<file path="config.mk">
export PLATFORM = sky130hd
export DESIGN_NAME = mem_stage_hs
export DESIGN_NICKNAME = d
export VERILOG_FILES = /design/src/rtl/mem_stage_hs.sv
export SDC_FILE = /design/constraint.sdc
export NUM_CORES = 1
export LEC_CHECK = 0
export BUFFER_PORTS_ARGS = -buffer_cell sky130_fd_sc_hd__buf_4
export CAP_MARGIN = 20
export CELL_PAD_IN_SITES_DETAIL_PLACEMENT = 0
export CELL_PAD_IN_SITES_GLOBAL_PLACEMENT = 1
export CORE_MARGIN = 5
export CORE_UTILIZATION = 34
export DETAILED_ROUTE_END_ITERATION = 10
export GPL_TIMING_DRIVEN = 0
export MAX_ROUTING_LAYER = met4
export PLACE_DENSITY_LB_ADDON = 0.3
export SKIP_CTS_REPAIR_TIMING = 1
export SYNTH_ARGS = -nofsm -noshare
export SYNTH_HDL_FRONTEND = slang
export SYNTH_SLANG_ARGS = --single-unit
</file>
<file path="constraint.sdc">
create_clock -name clk -period 2.7 [get_ports clk]
set_input_delay 0.54 -clock clk [delete_from_list [all_inputs] [get_ports clk]]
set_output_delay 0.54 -clock clk [all_outputs]
set_load 0.01 [all_outputs]
</file>
<file path="src/rtl/mem_stage_hs.sv">
// mem_stage_hs: RV32I memory stage with a variable-latency data-bus handshake,
// followed by the MEM/WB pipeline register.
// A load or store runs as IDLE (detect, stall) -> BUSY (request held until
// ready, error or timeout). Misaligned accesses never reach the bus and retire
// as precise exceptions. Everything else passes straight through in one cycle.
module mem_stage_hs #(
    parameter int ADDR_W      = 32,
    parameter int TIMEOUT     = 16,
    parameter bit ALIGN_CHECK = 1'b1
) (
    input  logic              clk,
    input  logic              rst,
    input  logic              valid_m,
    input  logic              w_enM,
    input  logic              wd_enM,
    input  logic              rd_enM,
    input  logic [2:0]        op_selM,
    input  logic [1:0]        WBSelM,
    input  logic [4:0]        RDM,
    input  logic [31:0]       ALU_OpM,
    input  logic [31:0]       OP2M,
    input  logic [31:0]       PCM_4,
    input  logic [31:0]       Instruction_Mem,
    input  logic              flush,
    output logic              stall_o,
    output logic              dbus_req,
    output logic              dbus_we,
    output logic [ADDR_W-3:0] dbus_addr,
    output logic [3:0]        dbus_be,
    output logic [31:0]       dbus_wdata,
    input  logic              dbus_ready,
    input  logic [31:0]       dbus_rdata,
    input  logic              dbus_err,
    output logic              valid_w,
    output logic              w_enW,
    output logic [1:0]        WBSelW,
    output logic [4:0]        RDW,
    output logic [31:0]       ALU_OpW,
    output logic [31:0]       PCW_4,
    output logic [31:0]       memop,
    output logic [31:0]       Instruction_WB,
    output logic              exc_w,
    output logic [1:0]        cause_w
);

    localparam int              CNT_W    = (TIMEOUT > 2) ? $clog2(TIMEOUT) : 1;
    localparam logic [CNT_W-1:0] CNT_LAST = CNT_W'(TIMEOUT - 1);

    localparam logic [0:0] IDLE = 1'b0;
    localparam logic [0:0] BUSY = 1'b1;

    localparam logic [1:0] CAUSE_LD_MIS = 2'b01;
    localparam logic [1:0] CAUSE_ST_MIS = 2'b10;
    localparam logic [1:0] CAUSE_BUS    = 2'b11;

    // Byte enables for an access; unknown widths fall back to a full word.
    function automatic logic [3:0] lane_be(input logic [2:0] f3, input logic [1:0] a);
        case (f3)
            3'b000:  return 4'b0001 << a;
            3'b001:  return a[1] ? 4'b1100 : 4'b0011;
            default: return 4'b1111;
        endcase
    endfunction

    // Store data replicated across lanes so the slave can pick any lane.
    function automatic logic [31:0] lane_wdata(input logic [2:0] f3, input logic [31:0] d);
        case (f3)
            3'b000:  return {4{d[7:0]}};
            3'b001:  return {2{d[15:0]}};
            default: return d;
        endcase
    endfunction

    // Select the addressed lane of the read word and sign/zero extend it.
    function automatic logic [31:0] load_extend(input logic [2:0] f3, input logic [1:0] a,
                                                input logic [31:0] rdata);
        logic [7:0]  b;
        logic [15:0] h;
        b = rdata[{a, 3'b000} +: 8];
        h = a[1] ? rdata[31:16] : rdata[15:0];
        case (f3)
            3'b000:  return {{24{b[7]}}, b};
            3'b001:  return {{16{h[15]}}, h};
            3'b100:  return {24'h0, b};
            3'b101:  return {16'h0, h};
            default: return rdata;
        endcase
    endfunction

    // Halfword must be 2-byte aligned, word must be 4-byte aligned.
    function automatic logic misaligned(input logic [1:0] f3lo, input logic [1:0] a);
        if (!ALIGN_CHECK) return 1'b0;
        return ((f3lo == 2'b01) && a[0]) || ((f3lo == 2'b10) && (a != 2'b00));
    endfunction

    logic [0:0]       state;
    logic [CNT_W-1:0] cnt;
    logic             flush_pend;

    logic busy;
    logic mem_op;
    logic misal;
    logic start;
    logic timeout_hit;
    logic done_ok;
    logic done_err;
    logic done;

    assign busy        = (state == BUSY);
    assign mem_op      = valid_m & (rd_enM | wd_enM);
    assign misal       = mem_op & misaligned(op_selM[1:0], ALU_OpM[1:0]);
    assign start       = !busy & mem_op & !misal & !flush;
    assign timeout_hit = busy & (cnt == CNT_LAST);
    // An error beats ready; ready beats a timeout landing in the same cycle.
    assign done_err    = busy & (dbus_err | (timeout_hit & !dbus_ready));
    assign done_ok     = busy & dbus_ready & !dbus_err;
    assign done        = done_ok | done_err;

    // Stall upstream from detection until the cycle the access completes.
    assign stall_o = rst & (start | (busy & !done));

    // Bus outputs are live only in BUSY; upstream holds the M inputs stable.
    assign dbus_req   = busy;
    assign dbus_we    = busy & wd_enM;
    assign dbus_addr  = busy ? ALU_OpM[ADDR_W-1:2] : '0;
    assign dbus_be    = busy ? lane_be(op_selM, ALU_OpM[1:0]) : 4'b0000;
    assign dbus_wdata = busy ? lane_wdata(op_selM, OP2M) : 32'h0;

    // Handshake FSM: timeout counter and deferred flush of an in-flight access.
    always_ff @(posedge clk or negedge rst) begin
        if (!rst) begin
            state      <= IDLE;
            cnt        <= '0;
            flush_pend <= 1'b0;
        end else if (!busy) begin
            flush_pend <= 1'b0;
            if (start) begin
                state <= BUSY;
                cnt   <= '0;
            end
        end else if (done) begin
            state      <= IDLE;
            flush_pend <= 1'b0;
        end else begin
            cnt <= cnt + CNT_W'(1);
            if (flush) flush_pend <= 1'b1;
        end
    end

    // ---- stage p0: next MEM/WB contents ----
    logic        load_p0;
    logic        vld_p0;
    logic        wen_p0;
    logic        exc_p0;
    logic [1:0]  cause_p0;
    logic [31:0] memop_p0;

    // Decide whether MEM/WB takes an instruction, an exception or a bubble.
    always_comb begin
        load_p0  = 1'b0;
        vld_p0   = 1'b0;
        wen_p0   = 1'b0;
        exc_p0   = 1'b0;
        cause_p0 = 2'b00;
        memop_p0 = 32'h0;
        if (!busy) begin
            if (valid_m && !flush) begin
                if (misal) begin
                    load_p0  = 1'b1;
                    vld_p0   = 1'b1;
                    exc_p0   = 1'b1;
                    cause_p0 = rd_enM ? CAUSE_LD_MIS : CAUSE_ST_MIS;
                end else if (!mem_op) begin
                    load_p0 = 1'b1;
                    vld_p0  = 1'b1;
                    wen_p0  = w_enM;
                end
            end
        end else if (done && !(flush_pend || flush)) begin
            load_p0 = 1'b1;
            vld_p0  = 1'b1;
            if (done_err) begin
                exc_p0   = 1'b1;
                cause_p0 = CAUSE_BUS;
            end else begin
                wen_p0   = w_enM;
                memop_p0 = load_extend(op_selM, ALU_OpM[1:0], dbus_rdata);
            end
        end
    end

    // ---- stage p1: MEM/WB register ----
    // Control bits update every cycle; data fields hold across bubbles.
    always_ff @(posedge clk or negedge rst) begin
        if (!rst) begin
            valid_w        <= 1'b0;
            w_enW          <= 1'b0;
            exc_w          <= 1'b0;
            cause_w        <= 2'b00;
            WBSelW         <= 2'b00;
            RDW            <= 5'd0;
            ALU_OpW        <= 32'h0;
            PCW_4          <= 32'h0;
            memop          <= 32'h0;
            Instruction_WB <= 32'h0;
        end else begin
            valid_w <= vld_p0;
            w_enW   <= wen_p0;
            exc_w   <= exc_p0;
            cause_w <= cause_p0;
            if (load_p0) begin
                WBSelW         <= WBSelM;
                RDW            <= RDM;
                ALU_OpW        <= ALU_OpM;
                PCW_4          <= PCM_4;
                memop          <= memop_p0;
                Instruction_WB <= Instruction_Mem;
            end
        end
    end

endmodule

</file>
* After elaboration in Yosys (flattened, before gate mapping) *
Cells that the tools add are included.

cells by class
  reduce and logical (&&, ||, !) cells = 17
  shift operators = 2
  bitwise operators = 17
  mux-type cells = 42
  eq/ne operators = 8
  add/sub/neg operators = 1

operators with widths
  operator               count
  $mux W32               4
  $pmux W32 S4           1
  $pmux W32 S2           1
  $shiftx A32 B6 Y8      1
  $mux W30               1
  $mux W1                22
  $mux W4                5
  $mux W16               1
  $and A1 B1 Y1          13
  $mux W2                6
  $pmux W4 S2            1
  $logic_not A1 Y1       7
  $eq A3 B3 Y1 const B   2
  $add A4 B1 Y4 const B  1
  $eq A4 B4 Y1 const B   1
  $logic_and A1 B1 Y1    4
  $or A1 B1 Y1           4
  $reduce_bool A2 Y1     2
  $shl A1 B2 Y4 const A  1
  $eq A3 B1 Y1 const B   1
  $logic_not A3 Y1       1
  $ne A3 B2 Y1 const B   1
  $eq A2 B1 Y1 const B   1
  $eq A2 B2 Y1 const B   1
  other kinds (3)        4

storage, ports and cells
  input bits = 179
  register bits after elaboration = 146

* Depth between registers and ports, before layout *
Gate-level depths: netlist of the first run.

  depth in word-level cells = 10
  gate-level depth with buffers = 7
  depth with buffers taken out = 6

* Least setup slack after synthesis of the first run *
OpenSTA, ideal clock, no wires.

  kind = input to output
  start point = input op_selM[1]
  end point = output dbus_wdata[21]
  stages on the path = 5
  data required time = 2.160 ns
  setup slack = 0.561 ns
  arrival time = 1.599 ns
  cells stage by stage = clkbuf_1 -> nor2_1 -> buf_2 -> nand2_1 -> a21boi_0

between the ends
  cells in the longest elaborated chain, start to end = 3

ends and longest elaborated chain
  item                                                     RTL line  text
  start: declaration                                       17        input logic [2:0] op_selM,
  $eq A3 B1 Y1 / $logic_not A3 Y1 (equally long branches)  67        case (f3)
  $pmux W32 S2 (*)                                         67
  $mux W32 (*)                                             127       assign dbus_wdata = busy ? lane_wdata(op_selM, OP2M) : 32'h0;
  end: declaration                                         30        output logic [31:0] dbus_wdata,

Mark *: on every way between the ends. The rest lies on a longest branch, timed or not.

* Final worst setup path of the first run *
  start point = input op_selM[1]
  end point = output dbus_wdata[14]

Same word-level chain as after synthesis.

==> impl_metrics.json, run 1 <==
{
  "rsz0062_at_grt": "no",
  "critical_path_buf_inv_count": 4,
  "yosys_warnings": 0,
  "avgRoutedWirePerCell_um": 20.5,
  "path_class": "input port to output pin",
  "wl_mm": 26.2,
  "critPathMaxFanout": 10,
  "setup_viol": 0,
  "cpMostUsedCell": "buf_4",
  "grt_pass1_wl_mm": 38.7,
  "fin_skew_ps": 10.7,
  "post-route-drc-count": 0,
  "grt_max_degree": 99,
  "diodes": 0,
  "postRouteAntennaNets": 0,
  "path_depth": 7,
  "final_cell_mix": "buf_4 (387), dfrtp_1 (146), mux2_4 (69)",
  "dieWidth_um": 156,
  "io-pin-count": 388,
  "cp_slowest_cell": "buf_1",
  "status": "completed",
  "synth_top_family_by_area": "multiplexers",
  "clock_latency_ps": 420,
  "synth_async_sr_flop_share_pct": 100,
  "max-slew-margin-rel_pct": 44.8,
  "seq_power_share_pct": 37.8,
  "endpoint_kind": "output pin",
  "ys_seq_elements": 146,
  "combPwrFrac_pct": 32.9,
  "cts_buffers": 17,
  "antenna_found_initial": 0,
  "setup_slack_ps": 151,
  "nNetsFinal": 1170,
  "clkPwrFrac_pct": 29.3,
  "synthMuxAreaShare_pct": 21.3,
  "synth.avg_cell_area_um2": 12.5,
  "crit_path_start": "op_selM[1]",
  "max_stage_delay_ps": 360,
  "synthToLayoutAreaGrowth_pct": 53.0,
  "swShare_pct": 30.5,
  "yosysSeqAreaShare_pct": 50.2,
  "clk_pin_slew_worst_paths_ps": 70,
  "required_ps": 2160,
  "synth-main-ff-cell": "dfrtp_1",
  "gr-total-overflow": 0,
  "critical_path.top_delay_family": "buffers and inverters",
  "initial_utilization_pct": 34.6,
  "synth_edf_count": 0,
  "worst_setup_path_start_kind": "input port",
  "synth_area_mm2": 0.00727,
  "synthXorXnorAreaFrac_pct": 0.120,
  "drive_gt1_share_pct": 55.1,
  "grt_usage_pct": 21.3,
  "dpl-instance-area_mm2": 0.0105,
  "core_mm2": 0.0210,
  "min_period_over_period_pct": 94.4,
  "cellPowerDensity_mw_per_mm2": 707,
  "first_iter_violations": 315,
  "cts_tree": "yes",
  "final_cell_area_mm2": 0.0111,
  "hold_class": "input port to asynchronous set/reset pin",
  "vias": 6192,
  "cts_max_level": 4,
  "drt-pass1-iter-count": 4,
  "post-dp-hpwl_mm": 20.7,
  "numPortBuffers": 386,
  "r2r_start": "cnt[0]$_DFFE_PN0P_",
  "tightest_slew_ps": 828,
  "cp_cell_sequence": "buf_4 -> or2_2 -> buf_2 -> buf_1 -> o21ai_0 -> a21boi_0 -> buf_4",
  "fmax_ghz": 0.392,
  "fin_crit_ps": 2550,
  "yosys.area_share.adder_pct": 0.172,
  "synthCells": 584,
  "cts.path.max_buffers": 2,
  "clock-root-buffer": "clkbuf_16",
  "r2r_cells": 7,
  "intPower_w": 0.00546,
  "dpl_worst_slack_ps": -196,
  "cp-endpoint": "dbus_wdata[14]",
  "synth_nets": 764,
  "rrSetupSlack_ps": 530,
  "worstPathArrival_ps": 2010,
  "p_switching_w": 0.00240,
  "cap_violations": 0,
  "grt_pass1_vias": 6572,
  "hold_viol_final": 0,
  "gp_congestion": 0.870,
  "via_per_inst": 4.85,
  "reg2reg_to": "ALU_OpW[4]$_DFFE_PN0P_",
  "synth_compound_area_share_pct": 13.3,
  "clock_sinks": 146,
  "leakage_nw": 5.64,
  "ys_types": 50,
  "drv_slew": 0,
  "row_count": 53,
  "synth-simple-area-share_pct": 10.8,
  "die_area_mm2": 0.0244,
  "layout_commonest_cell": "buf_4",
  "die_h_um": 156,
  "peakVddDrop_mv": 0.350
}
==> worst min path at each step <==
stage	from	endpoint	slack [ps]	cells after the start
5_1_grt	rst	Instruction_WB[15]$_DFFE_PN0P_	90	1
4_1_cts	rst	Instruction_WB[15]$_DFFE_PN0P_	80	1
3_3_place_gp	ALU_OpW[30]$_DFFE_PN0P_	ALU_OpW[30]$_DFFE_PN0P_	480	1
6_report	rst	Instruction_WB[15]$_DFFE_PN0P_	70	1
2_1_floorplan	rst	ALU_OpW[0]$_DFFE_PN0P_	240	0
3_5_place_dp	memop[6]$_DFFE_PN0P_	memop[6]$_DFFE_PN0P_	480	1
==> routing by layer <==
| metal | share of wire (%) | routed length, um | global-route usage [%] | vias up |
|---|---|---|---|---|
| met5 | 0 | 0 | - | - |
| li1 | - | - | - | 2903 |
| met3 | 8.0 | 2090 | 5.89 | 32 |
| met1 | 40 | 10500 | 25.2 | 2970 |
| met2 | 50 | 13000 | 35.4 | 287 |
| met4 | 2.4 | 631 | 6.36 | 0 |
==> synthesized netlist by cell type (8+ instances only) <==
cell | count | share of area, %
dfrtp_1 | 146 | 50
mux2_4 | 69 | 14
nand2b_1 | 19 | 1.6
nor2_1 | 9 | 0.46
mux2_2 | 29 | 4.5
a22o_1 | 24 | 2.9
o211a_1 | 8 | 1.1
buf_6 | 11 | 1.7
a21boi_0 | 17 | 1.8
and2_1 | 43 | 3.7
clkbuf_1 | 15 | 0.77
mux2_1 | 8 | 1.2
buf_2 | 13 | 0.89
a21oi_1 | 14 | 0.96
nand2_1 | 38 | 2.0
nor2b_1 | 13 | 1.1
mux2i_1 | 10 | 1.4
o21ai_0 | 23 | 1.6
==> cells by family (layout without fill, tap and decap cells) <==
group           Yosys count  count (layout)
compound gates          128             128
xor+xnor                  1               1
fa+ha+maj                 1               1
buf+inv                  50             469
flops                   146             146
mux                     116             116
simple gates            142             142
==> flip-flops by register name (all words and copies together) (netlist names) <==
register	count
dbus_req	1
cnt	4
exc_w	1
ALU_OpW	32
memop	32
flush_pend	1
Instruction_WB	32
cause_w	2
valid_w	1
PCW_4	32
w_enW	1
RDW	5
WBSelW	2
==> cell type report <==
type / instances / area (um^2)
plain buffers: 42 / 265
clock buffers: 19 / 453
clock inverters: 13 / 115
fillers: 1898 / 9890
inverters: 8 / 30.0
multi-input cells: 388 / 3340
flip-flops and latches: 146 / 3650
well taps: 275 / 344
repair buffers: 387 / 2930
==> worst register-to-register path: cells and delay by family, from the launching register on <==
family | cells | cell delay (ps)
fa+ha+maj | 1 | 250
simple gates | 1 | 80
buf+inv | 2 | 400
compound gates | 2 | 570
mux | 1 | 340
flops | 1 | 400
==> power groups by stage <==
stage,sequential [W],clock (W),combinational [W]
final,0.00297,0.00230,0.00259
after global routing,0.00304,0.00247,0.00275
after CTS,0.00298,0.00236,0.00263
after detailed placement,0.00302,0,0.00261
after global placement,0.00298,0,0.00260
after floorplan,0.00323,0,0.000937
==> through the flow <==
stage	power [W]	std cells	utilization, %	hold slack, ps	TNS, ps
final	0.00787	1278	52.9	66.0	0
after global routing	0.00826	1278	52.9	92.7	0
after CTS	0.00796	1278	52.9	76.7	-222
after detailed placement	0.00563	1246	50.2	482	-212
after global placement	0.00559	1245	50.0	475	-602
after floorplan	0.00417	584	-	244	0
(Power assumes the default switching activity.)
==> run 2: changes to the inputs <==
- CORE_AREA: default -> 2 2 150 152
- CORE_MARGIN: 5 -> default
- CORE_UTILIZATION: 34 -> default
- DIE_AREA: default -> 0 0 152 154
==> impl_metrics.json, run 2 (synthesis gave the netlist of run 1 again) <==
{
  "status": "completed",
  "instances_no_fill": 1283,
  "antenna_found_initial": 0,
  "fin_total_pwr_w": 0.00807,
  "rsz0062_at_grt": "no",
  "clock-root-buffer": "clkbuf_16",
  "fin_skew_ps": 8.99,
  "setup_tns_ps": 0,
  "wl_mm": 25.0,
  "clock_latency_ps": 430,
  "max-slew-margin-rel_pct": 44.7,
  "multi_input_area_mm2": 0.00333,
  "gp_congestion": 0.768,
  "nNetsFinal": 1170,
  "layout_commonest_cell": "buf_4",
  "dpl_worst_slack_ps": -101,
  "reg2reg_to": "ALU_OpW[23]$_DFFE_PN0P_",
  "dieWidth_um": 152,
  "drt-pass1-iter-count": 4,
  "grt_pass1_wl_mm": 38.7,
  "peakVddDrop_mv": 0.320,
  "cap_violations": 0,
  "cp_slowest_cell": "nor2_2",
  "max_stage_delay_ps": 370,
  "worst_setup_path_start_kind": "input port",
  "clock_sinks": 146,
  "drv_slew": 0,
  "cellPowerDensity_mw_per_mm2": 721,
  "cts_buffers": 17,
  "vias": 6213,
  "fin_crit_ps": 2550,
  "first_iter_violations": 262,
  "cpMostUsedCell": "buf_4",
  "tightest_slew_ps": 829,
  "die_h_um": 154,
  "hold_viol_final": 0,
  "core_mm2": 0.0217,
  "cts_max_level": 4,
  "r2r_cells": 7,
  "post-route-drc-count": 0,
  "gr-total-overflow": 0,
  "row_count": 54,
  "endpoint_kind": "output pin",
  "grt_max_degree": 99,
  "grt_usage_pct": 21.9,
  "placed_cells": 1251,
  "rrSetupSlack_ps": 550,
  "setup_viol": 0,
  "initial_utilization_pct": 33.5,
  "critPathMaxFanout": 10,
  "path_class": "input port to output pin",
  "via_per_inst": 4.84,
  "critical_path.top_delay_family": "buffers and inverters",
  "worstPathArrival_ps": 2010,
  "cp_cell_sequence": "buf_4 -> clkbuf_1 -> nor2_2 -> buf_2 -> nand2_1 -> o211a_1 -> buf_4",
  "setup_slack_ps": 150,
  "diodes": 0,
  "io-pin-count": 388,
  "cts_tree": "yes",
  "drive_gt1_share_pct": 55.2,
  "required_ps": 2160,
  "avgRoutedWirePerCell_um": 19.5,
  "seqCellArea_mm2": 0.00365,
  "post-dp-hpwl_mm": 19.3,
  "cts.path.max_buffers": 2,
  "r2r_start": "cnt[0]$_DFFE_PN0P_",
  "leakage_nw": 5.67,
  "nFillCells": 2010,
  "die_area_mm2": 0.0234,
  "numPortBuffers": 386,
  "fmax_ghz": 0.392,
  "clk_pin_slew_worst_paths_ps": 70,
  "final_cell_mix": "buf_4 (387), dfrtp_1 (146), mux2_4 (69)",
  "critical_path_buf_inv_count": 4,
  "synthToLayoutAreaGrowth_pct": 53.8,
  "hold_class": "input port to asynchronous set/reset pin",
  "grt_pass1_vias": 6425,
  "min_period_over_period_pct": 94.5,
  "postRouteAntennaNets": 0
}
-- run 2: cell types whose count changed in the layout (fill, tap and decap cells not counted), moves of 2 or more --
cell	change
inv_8	+4
nor2_4	-2
bufinv_16	+2
nor2_2	+2
clkinvlp_4	-2
inv_6	-2
-- run 2: worst reg2reg max path: stages (launching register included) --
cell      delay [ps]
dfrtp_1          410
ha_1             240
a311o_1          320
nand3_1           70
a21boi_2         240
buf_6            210
buf_6            180
mux2_1           350
-- run 2: stage by stage --
| stage | hold WS [ps] | instance area [um^2] | utilization [%] |
|---|---|---|---|
| 2_1_floorplan | 244 | 7270 | - |
| 3_3_place_gp | 474 | 10500 | 48.5 |
| 3_5_place_dp | 483 | 10600 | 48.7 |
| 4_1_cts | 61.0 | 11200 | 51.6 |
| 5_1_grt | 80.6 | 11200 | 51.6 |
| 6_report | 62.1 | 11200 | 51.6 |
-- run 2: worst max-delay path by stage --
stage / cells after the start / endpoint / slack, ps / start
6_report: 7 / dbus_wdata[27] / 150 / op_selM[1]
2_1_floorplan: 5 / dbus_wdata[21] / 560 / op_selM[1]
5_1_grt: 6 / stall_o / 3 / cnt[0]$_DFFE_PN0P_
3_3_place_gp: 3 / stall_o / -300 / rst
4_1_cts: 7 / dbus_wdata[30] / -110 / op_selM[1]
3_5_place_dp: 7 / dbus_wdata[30] / -100 / op_selM[1]
-- run 2: power by group --
group / leakage, nW / switching [W] / internal, W / total (W)
clock network: 0.311 / 0.00108 / 0.00145 / 0.00253
logic: 3.56 / 0.00105 / 0.00151 / 0.00256
registers: 1.81 / 0.000282 / 0.00270 / 0.00298
total: 5.67 / 0.00242 / 0.00565 / 0.00807
-- run 2: metal layers --
metal,vias to the layer above,GRT usage [%],wire [um],share of wire (%)
met5,-,-,0,0
met4,0,5.52,367,1.5
met3,21,6.03,1670,6.7
met2,263,36.8,12700,51
met1,3024,26.2,10300,41
li1,2905,-,-,-
-- run 2: final cells by class --
class	instances	area share (%)
Sequential cell	146	32.7
Multi-Input combinational cell	388	29.8
Timing Repair Buffer	387	26.2
Clock buffer	18	3.93
Tap cell	280	3.13
Buffer	42	2.38
Clock inverter	14	1.70
Inverter	8	0.268
==> run 3: changes to the inputs <==
- BUFFER_PORTS_ARGS: -buffer_cell sky130_fd_sc_hd__buf_4 -> default
- CORE_AREA: 2 2 150 152 -> 2 2 152 154
- CTS_CLUSTER_DIAMETER: default -> 200
- DIE_AREA: 0 0 152 154 -> 0 0 154 156
- DONT_BUFFER_PORTS: default -> 1
==> impl_metrics.json, run 3 (synthesis gave the netlist of run 1 again) <==
{
  "setup_viol": 0,
  "hold_ws_ps": -187,
  "clock-root-buffer": "clkbuf_16",
  "drive_gt1_share_pct": 26.9,
  "swShare_pct": 30.6,
  "fin_skew_ps": 18.0,
  "dpl-instance-area_mm2": 0.00763,
  "grt_pass1_vias": 5117,
  "avgRoutedWirePerCell_um": 24.6,
  "postRouteAntennaNets": 0,
  "cts.path.max_buffers": 2,
  "max-slew-margin-rel_pct": 47.7,
  "hold_viol_final": 146,
  "io-pin-count": 388,
  "cts_tree": "yes",
  "cap_violations": 0,
  "cellPowerDensity_mw_per_mm2": 827,
  "r2r_cells": 6,
  "die_h_um": 156,
  "clock_latency_ps": 420,
  "worst_setup_path_start_kind": "flop",
  "numPortBuffers": 0,
  "dieWidth_um": 154,
  "p_switching_w": 0.00208,
  "antenna_found_initial": 0,
  "drv_slew": 0,
  "diodes": 0,
  "fin_crit_ps": 2520,
  "core_mm2": 0.0224,
  "clkPwrFrac_pct": 34.6,
  "worstPathArrival_ps": 1980,
  "via_per_inst": 5.37,
  "row_count": 55,
  "cts_max_level": 4,
  "endpoint_kind": "output pin",
  "hold_class": "input port to asynchronous set/reset pin",
  "vias": 4838,
  "grt_max_degree": 148,
  "violations": "negative hold slack",
  "first_iter_violations": 227,
  "final_cell_area_mm2": 0.00822,
  "rsz0062_at_grt": "no",
  "critPathMaxFanout": 10,
  "clock_sinks": 146,
  "final_cell_mix": "dfrtp_1 (146), mux2_4 (69), and2_1 (43)",
  "layout_commonest_cell": "dfrtp_1",
  "nNetsFinal": 783,
  "initial_utilization_pct": 32.5,
  "seq_power_share_pct": 49.3,
  "gp_congestion": 0.845,
  "post-route-drc-count": 0,
  "status": "complete, but fails checks",
  "path_class": "flop to output pin",
  "leakage_nw": 3.71,
  "intPower_w": 0.00471,
  "cts_buffers": 17,
  "fmax_ghz": 0.396,
  "grt_pass1_wl_mm": 32.7,
  "die_area_mm2": 0.0240,
  "gr-total-overflow": 0,
  "wl_mm": 22.2,
  "combPwrFrac_pct": 16.1,
  "clk_pin_slew_worst_paths_ps": 70,
  "drt-pass1-iter-count": 4,
  "synthToLayoutAreaGrowth_pct": 13.0,
  "peakVddDrop_mv": 0.336,
  "tightest_slew_ps": 785,
  "post-dp-hpwl_mm": 16.9,
  "min_period_over_period_pct": 93.5,
  "grt_usage_pct": 18.4,
  "required_ps": 2160,
  "setup_tns_ps": 0
}
## run 3: changes by cell type in the layout (fill, tap and decap cells not counted), sizes merged
cell / delta
clkinv: -1
buf: -387
clkinvlp: +3
inv: -1
bufinv: -1
## run 3: per-layer routing
metal / vias up / track usage [%] / wire [um] / part of all wire, %
met3: 29 / 6.47 / 2120 / 9.6
met5: - / - / 0 / 0
met2: 270 / 31.3 / 11200 / 51
met4: 0 / 5.92 / 472 / 2.1
li1: 2125 / - / - / -
met1: 2414 / 20.3 / 8350 / 38
## run 3: per-stage QoR
| step | hold slack [ps] | util, % | power [W] | std cells | setup slack (ps) |
|---|---|---|---|---|---|
| 2_1_floorplan | 244 | - | 0.00417 | 584 | 561 |
| 3_5_place_dp | 247 | 34.1 | 0.00449 | 869 | 95.7 |
| 4_1_cts | -212 | 36.7 | 0.00688 | 901 | 23.8 |
| 3_3_place_gp | 248 | 34.1 | 0.00446 | 869 | 106 |
| 6_report | -187 | 36.7 | 0.00679 | 901 | 176 |
| 5_1_grt | -216 | 36.7 | 0.00710 | 901 | 31.2 |
## run 3: worst paths after layout
kind / from / end / slack (ps)
worst min register to register: cnt[0]$_DFFE_PN0P_ / cnt[0]$_DFFE_PN0P_ / 510
min in group clk: ALU_OpM[30] / ALU_OpW[30]$_DFFE_PN0P_ / 250
max in group asynchronous: rst / cnt[3]$_DFFE_PN0P_ / 2630
worst max-delay path: dbus_req$_DFF_PN0_ / dbus_wdata[25] / 180
worst min-delay path: rst / WBSelW[1]$_DFFE_PN0P_ / -190
worst max register to register: dbus_req$_DFF_PN0_ / memop[28]$_DFFE_PN0P_ / 440
## run 3: power by group through the flow
stage	combinational, W	clock (W)	sequential [W]
5_1_grt	0.00118	0.00251	0.00341
3_3_place_gp	0.00106	0	0.00339
6_report	0.00109	0.00235	0.00335
2_1_floorplan	0.000937	0	0.00323
4_1_cts	0.00110	0.00241	0.00336
3_5_place_dp	0.00109	0	0.00340
## run 3: area by class of cell
cell class	instances	area [um^2]
Clock buffer	18	439
Sequential cell	146	3650
Fill cell	2109	14100
Clock inverter	14	144
Inverter	8	30.0
Buffer	42	265
Multi-Input combinational cell	388	3330
Tap cell	285	357
## run 3: critical path, stage by stage (launching register included)
cell	delay, ps
dfrtp_1	400
buf_2	260
clkbuf_2	270
clkbuf_1	330
o211a_1	300
